[src/rtl/fetch_pkg.sv]
// Shared types and default geometry for the instruction fetch buffer.
package fetch_pkg;

    typedef enum logic {S_IDLE, S_FILL} t_fetch_state;

    localparam int DEF_DATA_WIDTH  = 32;
    localparam int DEF_ADDR_WIDTH  = 64;
    localparam int DEF_BLOCK_WORDS = 4;

    // Geometry of the default configuration; the module derives its own from its parameters.
    localparam int OFF_W = $clog2(DEF_BLOCK_WORDS) + 2;
    localparam int CNT_W = $clog2(DEF_BLOCK_WORDS);
    localparam int TAG_W = DEF_ADDR_WIDTH - OFF_W;

endpackage

[src/rtl/instr_fetch_buffer.sv]
// Single-line fetch buffer: combinational hit path, word-by-word refill from a
// multi-cycle instruction memory on a miss.
module instr_fetch_buffer
    import fetch_pkg::*;
#(
    parameter int DATA_WIDTH  = DEF_DATA_WIDTH,
    parameter int ADDR_WIDTH  = DEF_ADDR_WIDTH,
    parameter int BLOCK_WORDS = DEF_BLOCK_WORDS
) (
    input  logic                  i_clk,
    input  logic                  i_arst,
    input  logic                  i_pc_valid,
    input  logic [ADDR_WIDTH-1:0] i_pc,
    input  logic                  i_flush,
    output logic [DATA_WIDTH-1:0] o_instr,
    output logic                  o_instr_valid,
    output logic                  o_stall,
    output logic                  o_misaligned,
    output logic [ADDR_WIDTH-1:0] o_mem_addr,
    output logic                  o_mem_write_en,
    output logic [DATA_WIDTH-1:0] o_mem_data,
    input  logic [DATA_WIDTH-1:0] i_mem_read_data,
    input  logic                  i_mem_successful_access,
    input  logic                  i_mem_successful_read
);

    localparam int L_OFF = $clog2(BLOCK_WORDS) + 2;
    localparam int L_CNT = $clog2(BLOCK_WORDS);
    localparam int L_TAG = ADDR_WIDTH - L_OFF;
    localparam logic [L_CNT-1:0] LAST = L_CNT'(BLOCK_WORDS - 1);

    t_fetch_state                           state;
    logic [BLOCK_WORDS-1:0][DATA_WIDTH-1:0] words;
    logic [L_TAG-1:0]                       line_tag;
    logic                                   line_valid;
    logic [ADDR_WIDTH-1:0]                  base_addr;
    logic [L_CNT-1:0]                       word_cnt;

    logic [L_TAG-1:0] pc_tag;
    logic [L_CNT-1:0] sel;
    logic             idle, fill, aligned_req, tag_match, hit, miss, capture;

    assign pc_tag      = i_pc[ADDR_WIDTH-1:L_OFF];
    assign sel         = i_pc[L_OFF-1:2];
    assign idle        = (state == S_IDLE);
    assign fill        = (state == S_FILL);
    assign tag_match   = line_valid && (line_tag == pc_tag);
    assign aligned_req = idle && i_pc_valid && (i_pc[1:0] == 2'b00);

    // Flush suppresses both the hit and the start of a new fill.
    assign hit     = aligned_req && !i_flush && tag_match;
    assign miss    = aligned_req && !i_flush && !tag_match;
    assign capture = fill && i_mem_successful_access && i_mem_successful_read;

    assign o_misaligned   = idle && i_pc_valid && (i_pc[1:0] != 2'b00);
    assign o_instr_valid  = hit;
    assign o_instr        = hit ? words[sel] : '0;
    assign o_stall        = fill || miss;
    assign o_mem_write_en = 1'b0;
    assign o_mem_data     = '0;

    // The line is aligned, so the word offset is spliced in rather than added.
    assign o_mem_addr = fill ? {base_addr[ADDR_WIDTH-1:L_OFF], word_cnt, 2'b00} : base_addr;

    always_ff @(posedge i_clk or posedge i_arst) begin
        if (i_arst) begin
            state      <= S_IDLE;
            words      <= '0;
            line_tag   <= '0;
            line_valid <= 1'b0;
            base_addr  <= '0;
            word_cnt   <= '0;
        end else if (i_flush) begin
            state      <= S_IDLE;
            line_valid <= 1'b0;
            word_cnt   <= '0;
        end else begin
            case (state)
                S_IDLE: begin
                    if (miss) begin
                        base_addr  <= {pc_tag, {L_OFF{1'b0}}};
                        word_cnt   <= '0;
                        line_valid <= 1'b0;
                        state      <= S_FILL;
                    end
                end
                S_FILL: begin
                    if (capture) begin
                        words[word_cnt] <= i_mem_read_data;
                        word_cnt        <= word_cnt + L_CNT'(1);
                        if (word_cnt == LAST) begin
                            line_tag   <= base_addr[ADDR_WIDTH-1:L_OFF];
                            line_valid <= 1'b1;
                            state      <= S_IDLE;
                        end
                    end
                end
                default: state <= S_IDLE;
            endcase
        end
    end

endmodule

[config.mk]
export PLATFORM = sky130hd
export DESIGN_NAME = instr_fetch_buffer
export DESIGN_NICKNAME = d
export VERILOG_FILES = /design/src/rtl/fetch_pkg.sv /design/src/rtl/instr_fetch_buffer.sv
export SDC_FILE = /design/constraint.sdc
export NUM_CORES = 1
export LEC_CHECK = 0
export ABC_CLOCK_PERIOD_IN_PS = 12100
export CAP_MARGIN = 0
export CORE_MARGIN = 4
export CORE_UTILIZATION = 45
export DETAILED_ROUTE_END_ITERATION = 12
export PLACE_DENSITY = 0.71
export SYNTH_ARGS = -nofsm -noshare
export SYNTH_HDL_FRONTEND = slang
export SYNTH_SLANG_ARGS = --single-unit
[constraint.sdc]
create_clock -name i_clk -period 12.1 [get_ports i_clk]
set_clock_uncertainty 0.1 [all_clocks]
set_input_delay 2.42 -clock i_clk [delete_from_list [all_inputs] [get_ports i_clk]]
set_output_delay 2.42 -clock i_clk [all_outputs]
set_load 0.02 [all_outputs]
==> results.cfg <==
[finish]
area_growth_pct = 26.2
design_area_sq_mm = 0.0147
drive_above_1_share = 0.330
seq_area_sq_mm = 0.00631
nFillCells = 2049
fin_nets = 1090
multi_input_area_sq_mm = 0.00491
finalCoreUtilization = 0.580
antenna_cells = 0

[timing]
worstMarginPinSlew_ns = 0.967
fmax_ghz = 0.120
period_needed_ns = 8.33
slew_headroom = 0.355
hold_viol_final = 0
setup_tns_ns = 0
slew_violations = 0
rsz0062_at_grt = no
post-route-period-util = 0.688
setup_viol = 0

[clock_tree]
htree_num_levels = 1
cts.sinks = 252
cts_buffers = 28
cts_hold_buf = 0
path_clk_slew_ns = 0.06
ctsRootBufferMaster = clkbuf_16
cts_tree = done
post_cts_buffers = 0
cts_buffer_depth = 3
post_cts_resized = 0
clk_latency_ns = 0.54

[run]
maxCapViolations = 0

[yosys]
synth_cells = 788
synth_top_cell_by_area = dfrtp_1
yosys-top-cells-area = dfrtp_1, mux2_2, mux4_2
avgSynthCellArea_sq_um = 14.8
synth_area_sq_mm = 0.0117
synth_top_flop_cell = dfrtp_1
synth_edf_count = 0
synth_cell_types = 38
async_flop_share = 1.00
yosysSeqAreaShare = 0.541
ys_ff_latch = 252
synth_top_area_frac = 0.541
ys_warn_count = 0

[drt]
totalWireLength_um = 25800
drc_errors = 0
drt_iter0_drc = 359
dr.pass1.iters = 4
wire_per_inst_um = 19.3
via_count = 6901
routed_via_density = 5.17
drtAntennaViolNets = 0

[placement]
post-dp-hpwl_um = 17100
dpl_cell_area_sq_mm = 0.0137
gp_congestion = 0.748
portBuffers = 198

[floorplan]
core_sq_mm = 0.0253
fp.dieW_um = 169
die_area_sq_mm = 0.0285
pin_count = 234
die_h_um = 169
rows = 58
initial_core_util = 0.460

[critical_path]
required_ns = 9.58
ff2ff_path_depth = 7
cp-start-kind = input pin
crit_fanout = 33
critPathArrivalTime_ns = 5.81
cp-end-kind = primary output
worstSetupPathType = in -> out

[power_and_ir_drop]
peakVddDrop_mv = 0.118
combPwrFrac = 0.163
p_sw_frac = 0.250
power_leakage_nw = 6.93
p_int_mw = 1.64
power_switching_mw = 0.548
p_seq_frac = 0.437
power_frac_clock = 0.400
powerDensity_mw_per_mm2 = 149

[outcome]
outcome = completed

[global_route]
grt_first_pass_wirelength_um = 41300
grt_max_degree = 112
antenna_found_initial = 2
grt_remaining_overflow = 0
grt_pass1_vias = 7381
grt_use_total = 0.179

[min_path]
holdPathStages = 1
hp-class = reg -> reg
-- path summary, 6_finish.rpt --
path,startpoint,slack (ns),to
worst min register to register,words[66]$_DFFE_PP0P_,0.40,words[66]$_DFFE_PP0P_
max in group asynchronous,i_arst,8.07,words[89]$_DFFE_PP0P_
min in group asynchronous,i_arst,2.35,words[7]$_DFFE_PP0P_
worst max-delay path,i_pc[21],3.77,o_instr[23]
worst max register to register,line_tag[17]$_DFFE_PP0P_,8.52,base_addr[54]$_DFFE_PP0P_
worst min-delay path,words[66]$_DFFE_PP0P_,0.40,words[66]$_DFFE_PP0P_
-- state kept, by name (all words and copies together) (netlist names) --
name and flops:
word_cnt 2, line_tag 60, fill 1, words 128
base_addr 60, line_valid 1
-- per-layer routing --
layer	share of wire	GRT usage
met1	0.43	0.243
met2	0.47	0.284
met3	0.079	0.0584
met4	0.022	0.0430
met5	0.0010	0
-- power groups by stage --
stage          Clock, mW  Sequential (mW)  Combinational, mW
5_1_grt            0.941            0.965              0.381
3_3_place_gp           0            0.969              0.360
6_report           0.876            0.957              0.358
4_1_cts            0.901            0.957              0.364
2_1_floorplan          0             1.02              0.142
3_5_place_dp           0            0.970              0.362
-- cell usage in the layout, fill, tap and decap left out, types with 3 or more instances in the layout --
master	instances
a2111oi_0	5
a32o_1	3
buf_4	6
bufinv_16	3
clkbuf_1	4
clkbuf_16	29
clkbuf_8	6
clkdlybuf4s50_1	196
clkinv_2	5
conb_1	35
dfrtp_1	252
ha_1	4
inv_1	21
mux2_1	5
mux2_2	196
mux2_4	40
mux4_2	32
nand2_1	12
nand2_2	3
nand2b_1	5
nand4_1	6
nor2_1	7
nor2b_1	48
nor4_1	8
o21ai_0	8
o22ai_1	4
o2bb2ai_1	3
xnor2_1	16
xor2_1	21
-- final cells by class --
| cell class | count | area share |
|---|---|---|
| multi-input cells | 476 | 0.334 |
| flip-flops and latches | 252 | 0.429 |
| well taps | 330 | 0.0281 |
| clock inverters | 11 | 0.00953 |
| inverters | 22 | 0.00613 |
| repair buffers | 204 | 0.137 |
| clock buffers | 39 | 0.0560 |
-- Yosys cell counts (4+ instances only) --
library cell  number
xnor2_1           16
ha_1               4
inv_1             22
buf_4             36
buf_1             12
mux4_2            32
mux2_2           196
a2111oi_0          5
clkbuf_1          18
o22ai_1            4
nor2b_1           48
nand2_1           15
mux2_1             5
xor2_1            21
nand2b_1           5
nor2_1             8
nor4_1             8
o21ai_0            8
buf_12             5
dfrtp_1          252
mux2_4            40
nand4_1            6
-- worst max-delay path, stage by stage --
cell,delay [ns]
clkdlybuf4s50_1,0.50
nor2b_1,0.06
a2111oi_0,0.67
nand4_1,0.29
nor4_4,0.27
nand3_2,0.61
nor2b_1,0.33
clkdlybuf4s50_1,0.63
-- cells by family (layout without fill, tap and decap cells) --
family | count (synthesis) | after routing | synth area share
buf+inv | 94 | 276 | 0.0498
xor+xnor | 37 | 37 | 0.0278
flops | 252 | 252 | 0.541
fa+ha+maj | 4 | 4 | 0.00430
other cells | 1 | 35 | 0.000322
compound gates | 31 | 31 | 0.0206
mux | 273 | 273 | 0.308
simple gates | 96 | 96 | 0.0482
-- stage by stage --
| stage | power (mW) | hold WS (ns) | instances | worst slack [ns] |
|---|---|---|---|---|
| 2_1_floorplan | 1.16 | 0.374 | 822 | 2.65 |
| 3_3_place_gp | 1.33 | 0.382 | 1284 | 3.69 |
| 3_5_place_dp | 1.33 | 0.387 | 1284 | 3.67 |
| 4_1_cts | 2.22 | 0.401 | 1334 | 3.66 |
| 5_1_grt | 2.29 | 0.410 | 1334 | 3.51 |
| 6_report | 2.19 | 0.399 | 1334 | 3.77 |
Power figures use the tool's default switching activity.
